**src/rtl/syscall_controller_pkg.sv**
```systemverilog
// Shared definitions for the syscall controller: syscall codes, the decode
// categories and the controller FSM state encoding.
package syscall_controller_pkg;

  localparam logic [31:0] SYS_PRINT_INT  = 32'd1;
  localparam logic [31:0] SYS_EXIT       = 32'd10;
  localparam logic [31:0] SYS_PRINT_CHAR = 32'd11;
  localparam logic [5:0]  FUNCT_SYSCALL  = 6'hc;

  typedef enum logic [2:0] {
    ST_IDLE,
    ST_DRAIN,
    ST_DISPATCH,
    ST_PRINT,
    ST_DONE,
    ST_HALTED
  } state_e;

  typedef enum logic [1:0] {
    K_PRINT_INT,
    K_PRINT_CHAR,
    K_EXIT,
    K_BAD
  } sys_kind_e;

  function automatic sys_kind_e decode_code(input logic [31:0] code);
    case (code)
      SYS_PRINT_INT:  return K_PRINT_INT;
      SYS_PRINT_CHAR: return K_PRINT_CHAR;
      SYS_EXIT:       return K_EXIT;
      default:        return K_BAD;
    endcase
  endfunction

endpackage

```
**src/rtl/syscall_controller_sat_counter.sv**
```systemverilog
// Saturating up-counter with enable and synchronous clear; sticks at all-ones
// instead of wrapping.
module sat_counter #(
  parameter int unsigned WIDTH = 32
) (
  input  logic             clk,
  input  logic             clear,
  input  logic             en,
  output logic [WIDTH-1:0] count
);

  logic [WIDTH-1:0] count_q, count_d;

  // NOTE: every always_comb output gets a default first so no path leaves it
  // unassigned, which would otherwise infer a latch.
  always_comb begin
    count_d = count_q;
    if (en && (count_q != {WIDTH{1'b1}})) begin
      count_d = count_q + 1'b1;
    end
  end

  // NOTE: state registers use non-blocking assignments so every flop samples
  // the pre-edge values regardless of statement order.
  always_ff @(posedge clk) begin
    if (clear) count_q <= '0;
    else       count_q <= count_d;
  end

  assign count = count_q;

endmodule

```
**src/rtl/syscall_controller.sv**
```systemverilog
// Syscall service controller: stalls the front end, lets pending register
// writes drain, then prints, exits or flags the syscall; keeps run counters.
module syscall_controller
  import syscall_controller_pkg::*;
#(
  parameter int unsigned DRAIN_CYCLES = 3
) (
  input  logic        clk,
  input  logic        reset,
  input  logic        syscall_valid,
  input  logic [31:0] v0,
  input  logic [31:0] a0,
  input  logic        instr_retire,
  output logic        stall,
  output logic        console_valid,
  output logic [31:0] console_data,
  output logic        console_is_char,
  input  logic        console_ready,
  output logic        syscall_done,
  output logic        bad_syscall,
  output logic        halt,
  output logic [31:0] cycle_count,
  output logic [31:0] instr_count
);

  state_e      state_q, state_d;
  logic [3:0]  drain_cnt_q, drain_cnt_d;
  logic [31:0] v0_q, v0_d;
  logic [31:0] a0_q, a0_d;
  logic [31:0] data_q, data_d;
  logic        is_char_q, is_char_d;
  logic        bad_q, bad_d;
  logic [31:0] v0_cap, a0_cap;
  logic        running;

  // The second DISPATCH cycle of a bad code works from the captured copies.
  assign v0_cap = bad_q ? v0_q : v0;
  assign a0_cap = bad_q ? a0_q : a0;

  always_comb begin
    state_d       = state_q;
    drain_cnt_d   = drain_cnt_q;
    v0_d          = v0_q;
    a0_d          = a0_q;
    data_d        = data_q;
    is_char_d     = is_char_q;
    bad_d         = 1'b0;
    stall         = 1'b0;
    console_valid = 1'b0;
    syscall_done  = 1'b0;
    halt          = 1'b0;

    case (state_q)
      ST_IDLE: begin
        if (syscall_valid) begin
          stall       = 1'b1;
          drain_cnt_d = 4'(DRAIN_CYCLES - 1);
          state_d     = ST_DRAIN;
        end
      end
      ST_DRAIN: begin
        stall = 1'b1;
        if (drain_cnt_q == 4'd0) state_d = ST_DISPATCH;
        else                     drain_cnt_d = drain_cnt_q - 4'd1;
      end
      ST_DISPATCH: begin
        stall = 1'b1;
        v0_d  = v0_cap;
        a0_d  = a0_cap;
        case (decode_code(v0_cap))
          K_PRINT_INT: begin
            data_d    = a0_cap;
            is_char_d = 1'b0;
            state_d   = ST_PRINT;
          end
          K_PRINT_CHAR: begin
            data_d    = {24'b0, a0_cap[7:0]};
            is_char_d = 1'b1;
            state_d   = ST_PRINT;
          end
          K_EXIT:  state_d = ST_HALTED;
          default: begin
            // Hold one extra cycle so the error pulse precedes the done pulse.
            if (bad_q) state_d = ST_DONE;
            else       bad_d   = 1'b1;
          end
        endcase
      end
      ST_PRINT: begin
        stall         = 1'b1;
        console_valid = 1'b1;
        if (console_ready) state_d = ST_DONE;
      end
      ST_DONE: begin
        syscall_done = 1'b1;
        state_d      = ST_IDLE;
      end
      ST_HALTED: begin
        stall = 1'b1;
        halt  = 1'b1;
      end
      default: state_d = ST_IDLE;
    endcase
  end

  always_ff @(posedge clk) begin
    if (reset) begin
      state_q     <= ST_IDLE;
      drain_cnt_q <= 4'd0;
      v0_q        <= 32'd0;
      a0_q        <= 32'd0;
      data_q      <= 32'd0;
      is_char_q   <= 1'b0;
      bad_q       <= 1'b0;
    end else begin
      state_q     <= state_d;
      drain_cnt_q <= drain_cnt_d;
      v0_q        <= v0_d;
      a0_q        <= a0_d;
      data_q      <= data_d;
      is_char_q   <= is_char_d;
      bad_q       <= bad_d;
    end
  end

  assign console_data    = data_q;
  assign console_is_char = is_char_q;
  assign bad_syscall     = bad_q;

  // Counters stop on the edge that enters HALTED is still counted.
  assign running = (state_q != ST_HALTED);

  sat_counter #(.WIDTH(32)) u_cycle_count (
    .clk   (clk),
    .clear (reset),
    .en    (running),
    .count (cycle_count)
  );

  sat_counter #(.WIDTH(32)) u_instr_count (
    .clk   (clk),
    .clear (reset),
    .en    (running && instr_retire),
    .count (instr_count)
  );

endmodule

```
**config.mk**
```make
export PLATFORM = sky130hd
export DESIGN_NAME = syscall_controller
export DESIGN_NICKNAME = d
export VERILOG_FILES = /design/src/rtl/syscall_controller_pkg.sv /design/src/rtl/syscall_controller_sat_counter.sv /design/src/rtl/syscall_controller.sv
export SDC_FILE = /design/constraint.sdc
export NUM_CORES = 1
export LEC_CHECK = 0
export CAP_MARGIN = 40
export CORE_UTILIZATION = 47
export DETAILED_ROUTE_END_ITERATION = 10
export GPL_TIMING_DRIVEN = 0
export PLACE_DENSITY = 0.71
export SYNTH_ARGS = -nofsm -noshare
export SYNTH_HDL_FRONTEND = slang
export SYNTH_HIERARCHICAL = 1
export SYNTH_SLANG_ARGS = --single-unit
export TNS_END_PERCENT = 20
```
**constraint.sdc**
```tcl
create_clock -name clk -period 3.8 [get_ports clk]
set_clock_uncertainty 0.05 [all_clocks]
set_input_delay 0.76 -clock clk [delete_from_list [all_inputs] [get_ports clk]]
set_output_delay 0.76 -clock clk [all_outputs]
set_load 0.01 [all_outputs]
```
**Word-level counts from Yosys, hierarchy flattened**

Index checks and enable logic that the tools add are counted.
W data, S select, Z words.

- Flip-flop bits (word level): 169
- Output and inout port bits: 102

- $add $sub $neg: 3
- Equality and inequality tests: 18
- Mux-type cells: 21
- Bitwise logic cells: 2
- Reduce and logical (&&, ||, !) cells: 14

Operators by type and width:

| kind | number |
|---|---|
| $add A32 B1 Y32 const B | 2 |
| $eq A32 B4 Y1 const B | 2 |
| $mux W32 | 2 |
| $ne A32 B32 Y1 const B | 2 |
| $pmux W32 S2 | 1 |
| $eq A32 B1 Y1 const B | 1 |
| $pmux W3 S5 | 1 |
| $mux W3 | 4 |
| $mux W4 | 2 |
| $ne A2 B2 Y1 const B | 4 |
| $pmux W4 S2 | 1 |
| $eq A3 B2 Y1 const B | 2 |
| $eq A3 B3 Y1 const B | 2 |
| $pmux W2 S3 | 1 |
| $pmux W3 S2 | 1 |
| $mux W1 | 5 |
| $reduce_and A5 Y1 | 1 |
| $reduce_or A5 Y1 | 1 |
| $logic_not A4 Y1 | 1 |
| $ne A4 B4 Y1 const B | 1 |
| $pmux W1 S2 | 2 |
| $reduce_bool A2 Y1 | 2 |
| $reduce_or A4 Y1 | 1 |
| $sub A4 B1 Y4 const B | 1 |
| 12 further kinds | 15 |

**Logic depth before layout (Yosys ltp)**

Gate-level depths: netlist of the first run.

- Word-level depth: 8
- Mapped depth: 14

**Cells and area by module**

The synthesis of the first run kept the hierarchy.

By module, submodules not included:

| module | instances | cells an instance | area an instance (sq um) | seq. area each (sq um) |
|---|---|---|---|---|
| syscall_controller | 1 | 575 | 4,822.1 | 2,102.0 |
| sat_counter | 2 | 199 | 1,674.1 | 640.6 |

**Least setup slack after synthesis of the first run**

OpenSTA, ideal clock, no wires.

- Path kind: input port to flip-flop
- Start: in v0[14]
- End: reg data_q[15], in the netlist console_data[15]
- Library setup time: 0.070 ns
- Arrival: 3.036 ns
- Data required time: 3.680 ns
- Slack: 0.644 ns
- Stages on the path: 13
- Buffers on the path: 2
- Cell sequence: nor4_2 > nand4_1 > mux2i_4 > nand4_1 > nor2_1 > inv_1 > ha_1 > nand2b_1 > a41o_2 > buf_2 > buf_2 > a211o_1 > a21oi_1

- Word-level cells in the longest chain between the ends: 7

RTL lines:

| item | line | text |
|---|---|---|
| start, declared | syscall_controller.sv:11 | `input logic [31:0] v0,` |
| $mux W32 (*) | syscall_controller.sv:37 | `assign v0_cap = bad_q ? v0_q : v0;` |
| $eq A32 B4 Y1 or $eq A32 B1 Y1 (tied branches) | syscall_controller_pkg.sv:27 | `case (code)` |
| $pmux W2 S3 (*) | syscall_controller_pkg.sv:27 |  |
| $mux W2 (*) | syscall_controller.sv:53 | `case (state_q)` |
| $eq A2 B1 Y1 or $logic_not A2 Y1 (tied branches) | syscall_controller.sv:70 | `case (decode_code(v0_cap))` |
| $reduce_bool A2 Y1 (no source line) | - |  |
| $reduce_and A2 Y1 (no source line) | - |  |
| end signal, assigned | syscall_controller.sv:120 | `data_q <= data_d;` |
| end, declared | syscall_controller.sv:30 | `logic [31:0] data_q, data_d;` |

Mark *: on every way between the ends. The rest lies on a longest branch, timed or not. The select of a mux whose other input is x is not followed.
A chain may end at the register's enable or synchronous reset.

**Worst setup path in the final report of the first run**

- Start: in v0[14]
- End: reg data_q[24], in the netlist console_data[24]

Same word-level chain as after synthesis.

==> metrics, run 1 <==
site row count 47; DP Wirelength 15800 um; ys async rst share 0; max_cap viols 0; CTS sink count 169; Slew HR 0.518; cell depth of the worst hold path 2; TritonCTS clock tree yes; met3 WL 1060 um; Cell Area, Synth 8170 sq um; top routing layer in use met4; CTS clock-pin slew for the worst setup and hold paths 0.07 ns; highest net fanout along the worst path 10; clk buf depth 2; Initial Util 0.487; Die H 134 um; R2R depth 9; Max Slew Vio Count 0; GRT overflow 0; First DRT Iteration DRCs 503; GRT Util Overall 0.249; PortBufs 170; share of cells above drive strength 1 0.0791; Least-Margin Pin Slew 0.723 ns; # setup viols final 0; H-Tree Level Count 4; die area 17900 sq um; gpl congestion 0.801; CTS Hold Bufs 0; placed inst area 10100 sq um; met2 WL 10600 um; core area 16800 sq um; io pins 171; R2R setup slack 0.43 ns; Final period util 0.942; synth unique cells 60; Final Cell Area 10700 sq um; global-route wire length before repair 36000 um; Syn Nets 1049; Avg WL per Cell 16.0 um; initial antenna violation count 0; Leak 3.40 nW; fmax 279 MHz; vias per inst 5.72; HP Class flop to flop; Setup WS post-layout 0.221 ns; Root Buffer clkbuf_16; status completed; Syn Area/Cell 8.40 sq um; Min Clock Period, post-route 3.58 ns; WL met1 10300 um; synthesized instance count 973; Nets 1239; Worst Setup Start Kind primary input; ant diodes 0; cts bufs inserted 17; sequential-to-total area share from yosys stat 0.414; final hold slack 0.407 ns; RSZ-0062 raised after global routing false; dpl ws -0.273 ns; Final Hold Viols 0; Post-synth top flop dfxtp_1; Util after Layout 0.641; 1st-pass router iterations 5; die width 134 um; Synth Register Bits 169; crit path kind primary input to flop; Setup crit end kind flop; final WL 22300 um; Residual DRC 0; Max VDD drop 0.000362 V; Hold Path End v0_q[18]; Inst Count DP 1363; largest net degree at the start of global routing 17; min-delay src v0_q[18]; ANT nets after route 0; via count 7983; worst reg2reg path startpoint state_q[1]; Req. time, crit path 4.11 ns; Layout Cells excl Fill 1396; Area Growth Syn to Fin 31.4%; worst skew pair latency 0.43 ns; Critical R2R Capture u_instr_count/count[31]; Post-synth EDFFs 0; vias in the first global route 7230; pwr dens 455 nW/um^2; Synth Warn # 6; Critical Path AT 3.89 ns
## where the power goes
| group | total, mW | internal (mW) | switching (mW) |
|---|---|---|---|
| logic | 1.12 | 0.469 | 0.652 |
| registers | 2.09 | 1.97 | 0.120 |
| clock network | 1.67 | 0.924 | 0.750 |
| total | 4.89 | 3.37 | 1.52 |
## per-layer routing
layer | track usage | up-vias
met5 | 0 | -
met4 | 0.0789 | 0
met3 | 0.0510 | 26
met2 | 0.415 | 226
met1 | 0.323 | 3770
li1 | - | 3961
## area by class of cell
class	instances	area [sq um]
clock inverter	13	119
inverter	11	41.3
clock buffer	19	443
fill	1504	6020
multi-input combinational	720	4430
timing repair buffer	171	1710
sequential	169	3380
buffer	73	335
tap	220	275
## worst max-delay path: stages
cell and delay, ns:
clkdlybuf4s50_1 0.47, nor4_2 0.31, nand4_1 0.20, mux2i_4 0.23
nand4_1 0.15, nor2_1 0.19, inv_1 0.09, ha_1 0.26
nand2b_1 0.16, a41o_2 0.24, buf_2 0.18, buf_2 0.20
a211o_1 0.31, a21oi_1 0.14
## metrics by stage
stage	TNS (ns)	power, mW
final	0	4.89
after global routing	0	5.15
after CTS	0	4.91
after detailed placement	-4.78	3.25
after global placement	-2.91	3.22
after floorplan	0	2.91
## flip-flops by register name (all words and copies together), names as in the netlist
| register | flops |
|---|---|
| a0_q | 32 |
| bad_syscall | 1 |
| console_data | 32 |
| console_is_char | 1 |
| drain_cnt_q | 4 |
| state_q | 3 |
| u_cycle_count/count | 32 |
| u_instr_count/count | 32 |
| v0_q | 32 |
## timing repair
action                                  in CTS  in global routing
endpoints found under the setup margin       0                 11
resized for setup                            0                  3
buffers inserted                             0                  1
endpoints found under the hold margin        0                  0
## cell usage after synthesis, types with 3 or more instances
| cell type | count | area [sq um] |
|---|---|---|
| o21ai_0 | 22 | 110 |
| or4_1 | 26 | 195 |
| nor4_2 | 9 | 113 |
| buf_6 | 3 | 33.8 |
| and2_1 | 4 | 25.0 |
| a31o_2 | 4 | 35.0 |
| mux2i_1 | 35 | 350 |
| o31ai_1 | 25 | 188 |
| buf_2 | 17 | 85.1 |
| and4_1 | 8 | 70.1 |
| nor3b_1 | 5 | 37.5 |
| nand3_1 | 61 | 305 |
| nor3_1 | 8 | 40.0 |
| buf_1 | 4 | 15.0 |
| a211o_1 | 24 | 210 |
| ha_1 | 7 | 87.6 |
| a21oi_1 | 134 | 671 |
| a21o_1 | 10 | 75.1 |
| and3_1 | 6 | 37.5 |
| clkbuf_1 | 46 | 173 |
| xor2_1 | 4 | 35.0 |
| or3_1 | 21 | 131 |
| a31oi_1 | 6 | 37.5 |
| xnor2_1 | 13 | 114 |
| nor2b_1 | 5 | 31.3 |
| nand2b_1 | 4 | 25.0 |
| dfxtp_1 | 169 | 3380 |
| nor4_1 | 16 | 100 |
| nand4_1 | 26 | 163 |
| inv_1 | 10 | 37.5 |
| nor2_1 | 51 | 191 |
| nand2_1 | 135 | 507 |
| a2111oi_0 | 4 | 35.0 |
| a211oi_1 | 14 | 105 |
## kinds of logic (layout without fill, tap and decap cells)
logic type / count (synthesis) / after routing / synth area share
AND/OR/NAND/NOR: 404 / 404 / 0.265
adder cells (fa/ha/maj): 7 / 7 / 0.0107
buffers and inverters: 84 / 287 / 0.0461
multiplexers: 41 / 41 / 0.0530
AO/OA/AOI/OAI: 251 / 251 / 0.193
flip-flops: 169 / 169 / 0.414
XOR/XNOR: 17 / 17 / 0.0182
## cells in the final DEF, fill, tap and decap left out, types with 13 or more instances in the layout
master           count
nand3_1             61
or3_1               21
a21oi_1            134
clkbuf_16           17
nor4_1              15
xnor2_1             13
mux2i_1             35
or4_1               26
o31ai_1             25
a211oi_1            14
a211o_1             24
dfxtp_1            169
nand4_1             26
clkdlybuf4s50_1    170
buf_2               17
nor2_1              51
o21ai_0             22
nand2_1            135
clkbuf_1            47
## worst max-delay path by stage
stage / start / to / slack [ns]
after floorplan: v0[14] / console_data[15] / 0.64
after global placement: v0[10] / console_data[19] / -0.21
after detailed placement: v0[10] / console_data[21] / -0.27
after CTS: v0[11] / console_data[19] / 0.16
after global routing: v0[14] / console_data[20] / 0.007
final: v0[14] / console_data[24] / 0.22
No activity file was read; power rests on OpenSTA's default activity.
==> inputs of run 2 (changes only) <==
CORE_UTILIZATION = 52   (was 47)
PLACE_DENSITY = 0.78   (was 0.71)
==> run 2 against run 1 <==
Clock-buffer cell count fell by 1. Final cell count down 0.64%. Core utilization is 6.7 points higher. Critical path depth did not move. Largest cell class unchanged. Die area down 9.5%. Largest power group unchanged. Global-route usage up 1.8 points. Clock power rose by 13%. Sequential power about the same. Flip-flop and latch count is the same. Fmax up 0.60%. Routed wire length is 2.1% lower. Non-clock buffer count is the same.
==> metrics, run 2 (same netlist as run 1, synthesis figures left out) <==
Hold Path End a0_q[18]; Residual DRC 0 (unchanged); ant diodes 0 (unchanged); Initial Util 0.535 (+0.0480); Final period util 0.936 (-0.00566); Setup WS post-layout 0.243 ns (+0.0215 ns); Pint 3.58 mW (+6.3%); R2R depth 9 (unchanged); dpl ws -0.218 ns (+0.0556 ns); initial antenna violation count 0 (unchanged); most frequent cells in the layout 170 x clkdlybuf4s50_1, 169 x dfxtp_1, 135 x nand2_1; First DRT Iteration DRCs 587 (+17%); Slew HR 0.501 (-0.0163); switching share of power 0.299 (-0.0119); cts bufs inserted 17 (unchanged); TritonCTS clock tree yes; Area Growth Syn to Fin 32.3%; R2R setup slack 0.30 ns (-0.13 ns); Flop pwr share 0.410 (-0.018); min-delay src a0_q[18]; clk buf depth 2 (unchanged); Min Clock Period, post-route 3.56 ns (-0.0215 ns); crit path kind primary input to flop; setup TNS 0 ns (unchanged); Max VDD drop 0.000381 V (+5.3%); # setup viols final 0 (unchanged); global-route wire length before repair 35000 um (-3.0%); Clock Power Share 0.370 (+0.028); final WL 21800 um (-2.1%); status completed; die area 16200 sq um (-9.5%); H-Tree Level Count 4 (unchanged); Leak 3.43 nW (+1.0%); CTS sink count 169 (unchanged); site row count 45 (-4.3%); Avg WL per Cell 15.7 um (-1.5%); io pins 171 (unchanged); Least-Margin Pin Slew 0.748 ns (+0.0245 ns); die width 127 um (-4.9%); highest net fanout along the worst path 10 (unchanged); cell depth of the worst hold path 2 (unchanged); Setup crit end kind flop; Root Buffer clkbuf_16; CTS clock-pin slew for the worst setup and hold paths 0.06 ns (about the same); vias in the first global route 7126 (-1.4%); ANT nets after route 0 (unchanged); GRT Util Overall 0.267 (+0.0178); Max Slew Vio Count 0 (unchanged); Comb power frac 0.220 (-0.009); HP Class flop to flop; Util after Layout 0.708 (+0.0675); P_sw 1.53 mW (+0.53%); PortBufs 170 (unchanged); worst reg2reg path startpoint state_q[1]; gpl congestion 0.887 (+11%); Layout fillers 1288 (-14%); Worst Setup Start Kind primary input; Die H 127 um (-4.9%); pwr dens 473 nW/um^2 (+3.9%); DP Wirelength 15500 um (-2.3%); fmax 281 MHz (+0.60%); 1st-pass router iterations 5 (unchanged); Req. time, crit path 4.10 ns (about the same); largest net degree at the start of global routing 17 (unchanged); vias per inst 5.78 (+1.1%); Final Hold Viols 0 (unchanged); Critical R2R Capture u_instr_count/count[31]; via count 8022 (+0.49%); share of cells above drive strength 1 0.0799 (+0.000850); core area 15300 sq um (-9.0%); Critical Path AT 3.86 ns (-0.03 ns); worst skew pair latency 0.43 ns (about the same); Nets 1239 (unchanged); max_cap viols 0 (unchanged); leading cell type in the layout, fill and taps excluded clkdlybuf4s50_1; GRT overflow 0 (unchanged)
-- run 2: timing repair --
| item | in CTS | in global routing |
|---|---|---|
| resized for setup | 0 | 2 |
| hold endpoints to repair | 0 | 0 |
| setup endpoints to repair | 0 | 10 |
| hold buffers | 0 | 0 |
| setup buffers | 0 | 1 |
-- run 2: per-stage QoR --
step / hold slack (ns) / total power, mW / cells / area [sq um]
floorplan: 0.383 / 2.91 / 973 / 8170
global placement: 0.392 / 3.21 / 1354 / 10100
detailed placement: 0.396 / 3.24 / 1354 / 10100
CTS: 0.406 / 5.13 / 1386 / 10800
global route: 0.420 / 5.36 / 1387 / 10800
finish: 0.405 / 5.11 / 1387 / 10800
-- run 2: final cells by class --
type                            instances  area (sq um)  area share
Sequential cell                       169          3380       0.313
Inverter                               11          41.3     0.00382
Multi-Input combinational cell        720          4420       0.409
Tap cell                              211           264      0.0244
Clock inverter                         14           210      0.0195
Timing Repair Buffer                  171          1710       0.158
Clock buffer                           18           439      0.0406
Buffer                                 73           335      0.0310
-- run 2: power groups by stage --
stage	logic (mW)	clock network (mW)	registers [mW]
3_3_place_gp	1.09	0	2.13
2_1_floorplan	0.801	0	2.11
3_5_place_dp	1.11	0	2.13
5_1_grt	1.25	1.99	2.12
4_1_cts	1.12	1.92	2.10
6_report	1.12	1.89	2.10
-- run 2: metal layers --
metal | up-vias | track usage | share of wire | wire length [um]
met1 | 3762 | 0.347 | 0.45 | 9870
li1 | 3951 | - | - | -
met3 | 36 | 0.0519 | 0.053 | 1170
met2 | 273 | 0.443 | 0.48 | 10400
met5 | - | 0 | 0 | 0
met4 | 0 | 0.0945 | 0.017 | 366
-- run 2: worst max-delay path by stage --
stage	from	endpoint	slack (ns)
global route	v0[22]	console_data[17]	-0.03
global placement	v0[22]	console_data[20]	-0.17
floorplan	v0[14]	console_data[15]	0.64
CTS	v0[14]	console_data[15]	0.18
detailed placement	v0[14]	console_data[17]	-0.22
finish	v0[14]	console_data[15]	0.24
-- run 2: critical path, cell delays in order --
cell,delay (ns)
clkdlybuf4s50_1,0.46
nor4_2,0.30
nand4_1,0.20
mux2i_4,0.22
nand4_1,0.15
nor2_1,0.17
inv_1,0.09
ha_1,0.26
nand2b_1,0.16
a41o_2,0.23
buf_2,0.17
buf_2,0.21
a211o_1,0.32
a21oi_1,0.16
==> inputs of run 3 (changes only) <==
CORE_UTILIZATION = 44   (was 52)
PLACE_DENSITY = 0.67   (was 0.78)
==> run 3 against run 2 <==
The run now ends with DRC left. Critical endpoint is now u_instr_count/count[31]. Combinational power about the same. Global-route usage fell by 3.2 points. Register-to-register slack got worse by 0.02 ns. Final cell count is 1.3% higher. Via count shrank 2.1%. Routed wire length increased by 2.3%. Setup slack gained 0.034 ns. First-iteration DRC count fell by 21%. Clock-buffer cell count is the same. Sequential share of layout area increased by 0.051 points. Hold slack better by 0.0011 ns. Largest power group unchanged. Power shrank 2.3%.
==> metrics, run 3 (same netlist as run 1, synthesis figures left out) <==
worst skew pair latency 0.43 ns (about the same); Final Hold Viols 0 (unchanged); vias in the first global route 7333 (+2.9%); Root Buffer clkbuf_16; ANT nets after route 0 (unchanged); io pins 171 (unchanged); Setup crit end kind flop; H-Tree Level Count 4 (unchanged); Crit. Startpoint state_q[1]; final WL 22300 um (+2.3%); Initial Util 0.452 (-0.0837); die area 19100 sq um (+18%); Area Growth Syn to Fin 32.1%; setup TNS 0 ns (unchanged); largest net degree at the start of global routing 18 (+1); cts bufs inserted 17 (unchanged); Util after Layout 0.597 (-0.112); via count 7852 (-2.1%); min-delay src a0_q[19]; fmax 284 MHz (+0.98%); CTS Hold Bufs 0 (unchanged); Req. time, crit path 4.06 ns (-0.04 ns); TritonCTS clock tree yes; Hold Path End a0_q[19]; most frequent cells in the layout 170 x clkdlybuf4s50_1, 169 x dfxtp_1, 135 x nand2_1; Avg WL per Cell 15.9 um (+1.0%); Crit path largest cell delay 0.63 ns (+0.17 ns); Die H 138 um (+8.6%); pwr dens 463 nW/um^2 (-2.1%); R2R depth 9 (unchanged); Layout fillers 1659 (+29%); Residual DRC 18 (+18); initial antenna violation count 0 (unchanged); worst reg2reg path startpoint state_q[1]; cell depth of the worst hold path 2 (unchanged); CTS sink count 169 (unchanged); Critical R2R Capture u_instr_count/count[31]; GRT Util Overall 0.235 (-0.0324); share of cells above drive strength 1 0.0808 (+0.000850); Final period util 0.927 (-0.00905); leading cell type in the layout, fill and taps excluded clkdlybuf4s50_1; # setup viols final 0 (unchanged); core area 18100 sq um (+19%); 1st-pass router iterations 10 (+5); R2R setup slack 0.28 ns (-0.02 ns); highest net fanout along the worst path 10 (unchanged); ant diodes 0 (unchanged); slowest CP cell nor4_2; CTS clock-pin slew for the worst setup and hold paths 0.07 ns (about the same); Crit path top cell by count nand4_1; max_cap viols 0 (unchanged); Nets 1239 (unchanged); GRT overflow 0 (unchanged); First DRT Iteration DRCs 461 (-21%); Max Slew Vio Count 0 (unchanged); CP Cell Sequence clkbuf_1, nor2_1, nand2_1, and2_1, nand4_1, nor4_2, nand4_1, nor4_1, mux2_2; clk buf depth 2 (unchanged); global-route wire length before repair 36800 um (+5.3%); crit path kind flop to flop; Least-Margin Pin Slew 0.752 ns (+0.00423 ns); Max VDD drop 0.000306 V (-20%); die width 138 um (+8.6%); Leak 3.41 nW (-0.82%); site row count 49 (+8.9%); DP Wirelength 16100 um (+3.9%); HP Class flop to flop; failing checks DRC; Slew HR 0.499 (-0.00282); vias per inst 5.59 (-3.4%); status finished with violations; Critical Path AT 3.79 ns (-0.07 ns); RSZ-0062 raised after global routing false; PortBufs 170 (unchanged); gpl congestion 0.881 (-0.72%); Min Clock Period, post-route 3.52 ns (-0.0344 ns); Worst Setup Start Kind flop
-- run 3: per-layer routing --
layer	track usage	vias up	share of wire
met5	0	-	0
met4	0.0597	0	0.0081
met3	0.0492	18	0.050
met2	0.393	191	0.47
met1	0.309	3688	0.47
li1	-	3955	-
-- run 3: worst max path at each step --
stage          slack, ns                 endpoint  cells past startpoint
6_report            0.28  u_instr_count/count[31]                      9
2_1_floorplan       0.64         console_data[15]                     13
5_1_grt             0.02         console_data[18]                     14
3_3_place_gp       -0.20         console_data[19]                     14
4_1_cts             0.17         console_data[18]                     14
3_5_place_dp       -0.23         console_data[23]                     14
-- run 3: worst max-delay path, delay by kind of cell (launching register included) --
family	cells	cell delay [ns]
buffers and inverters	1	0.34
DFF	1	0.33
muxes	1	0.37
and+or+nand+nor	7	2.32
-- run 3: metrics by stage --
stage / hold slack, ns / cells / total power [mW] / cell area [sq um] / setup slack, ns
2_1_floorplan: 0.383 / 973 / 2.91 / 8170 / 0.644
3_3_place_gp: 0.392 / 1372 / 3.23 / 10200 / -0.198
3_5_place_dp: 0.396 / 1372 / 3.25 / 10200 / -0.235
4_1_cts: 0.406 / 1404 / 5.03 / 10800 / 0.174
5_1_grt: 0.429 / 1405 / 5.27 / 10800 / 0.0225
6_report: 0.406 / 1405 / 4.99 / 10800 / 0.277
-- run 3: timing repair --
action                                  4_1_cts  5_1_grt
resized for setup                             0        4
endpoints found under the setup margin        0       17
setup buffers                                 0        1
-- run 3: power breakdown --
part / internal [mW] / switching, mW / total [mW]
Sequential: 1.97 / 0.120 / 2.09
Clock: 0.955 / 0.817 / 1.77
Combinational: 0.470 / 0.657 / 1.13
Total: 3.40 / 1.59 / 4.99
-- run 3: final cells by class --
cell class	count	area, sq um	area share
Tap cell	229	287	0.0266
Clock buffer	18	439	0.0407
Inverter	11	41.3	0.00383
Clock inverter	14	159	0.0147
Buffer	73	335	0.0311
Sequential cell	169	3380	0.314
Timing Repair Buffer	171	1710	0.158
Multi-Input combinational cell	720	4440	0.411
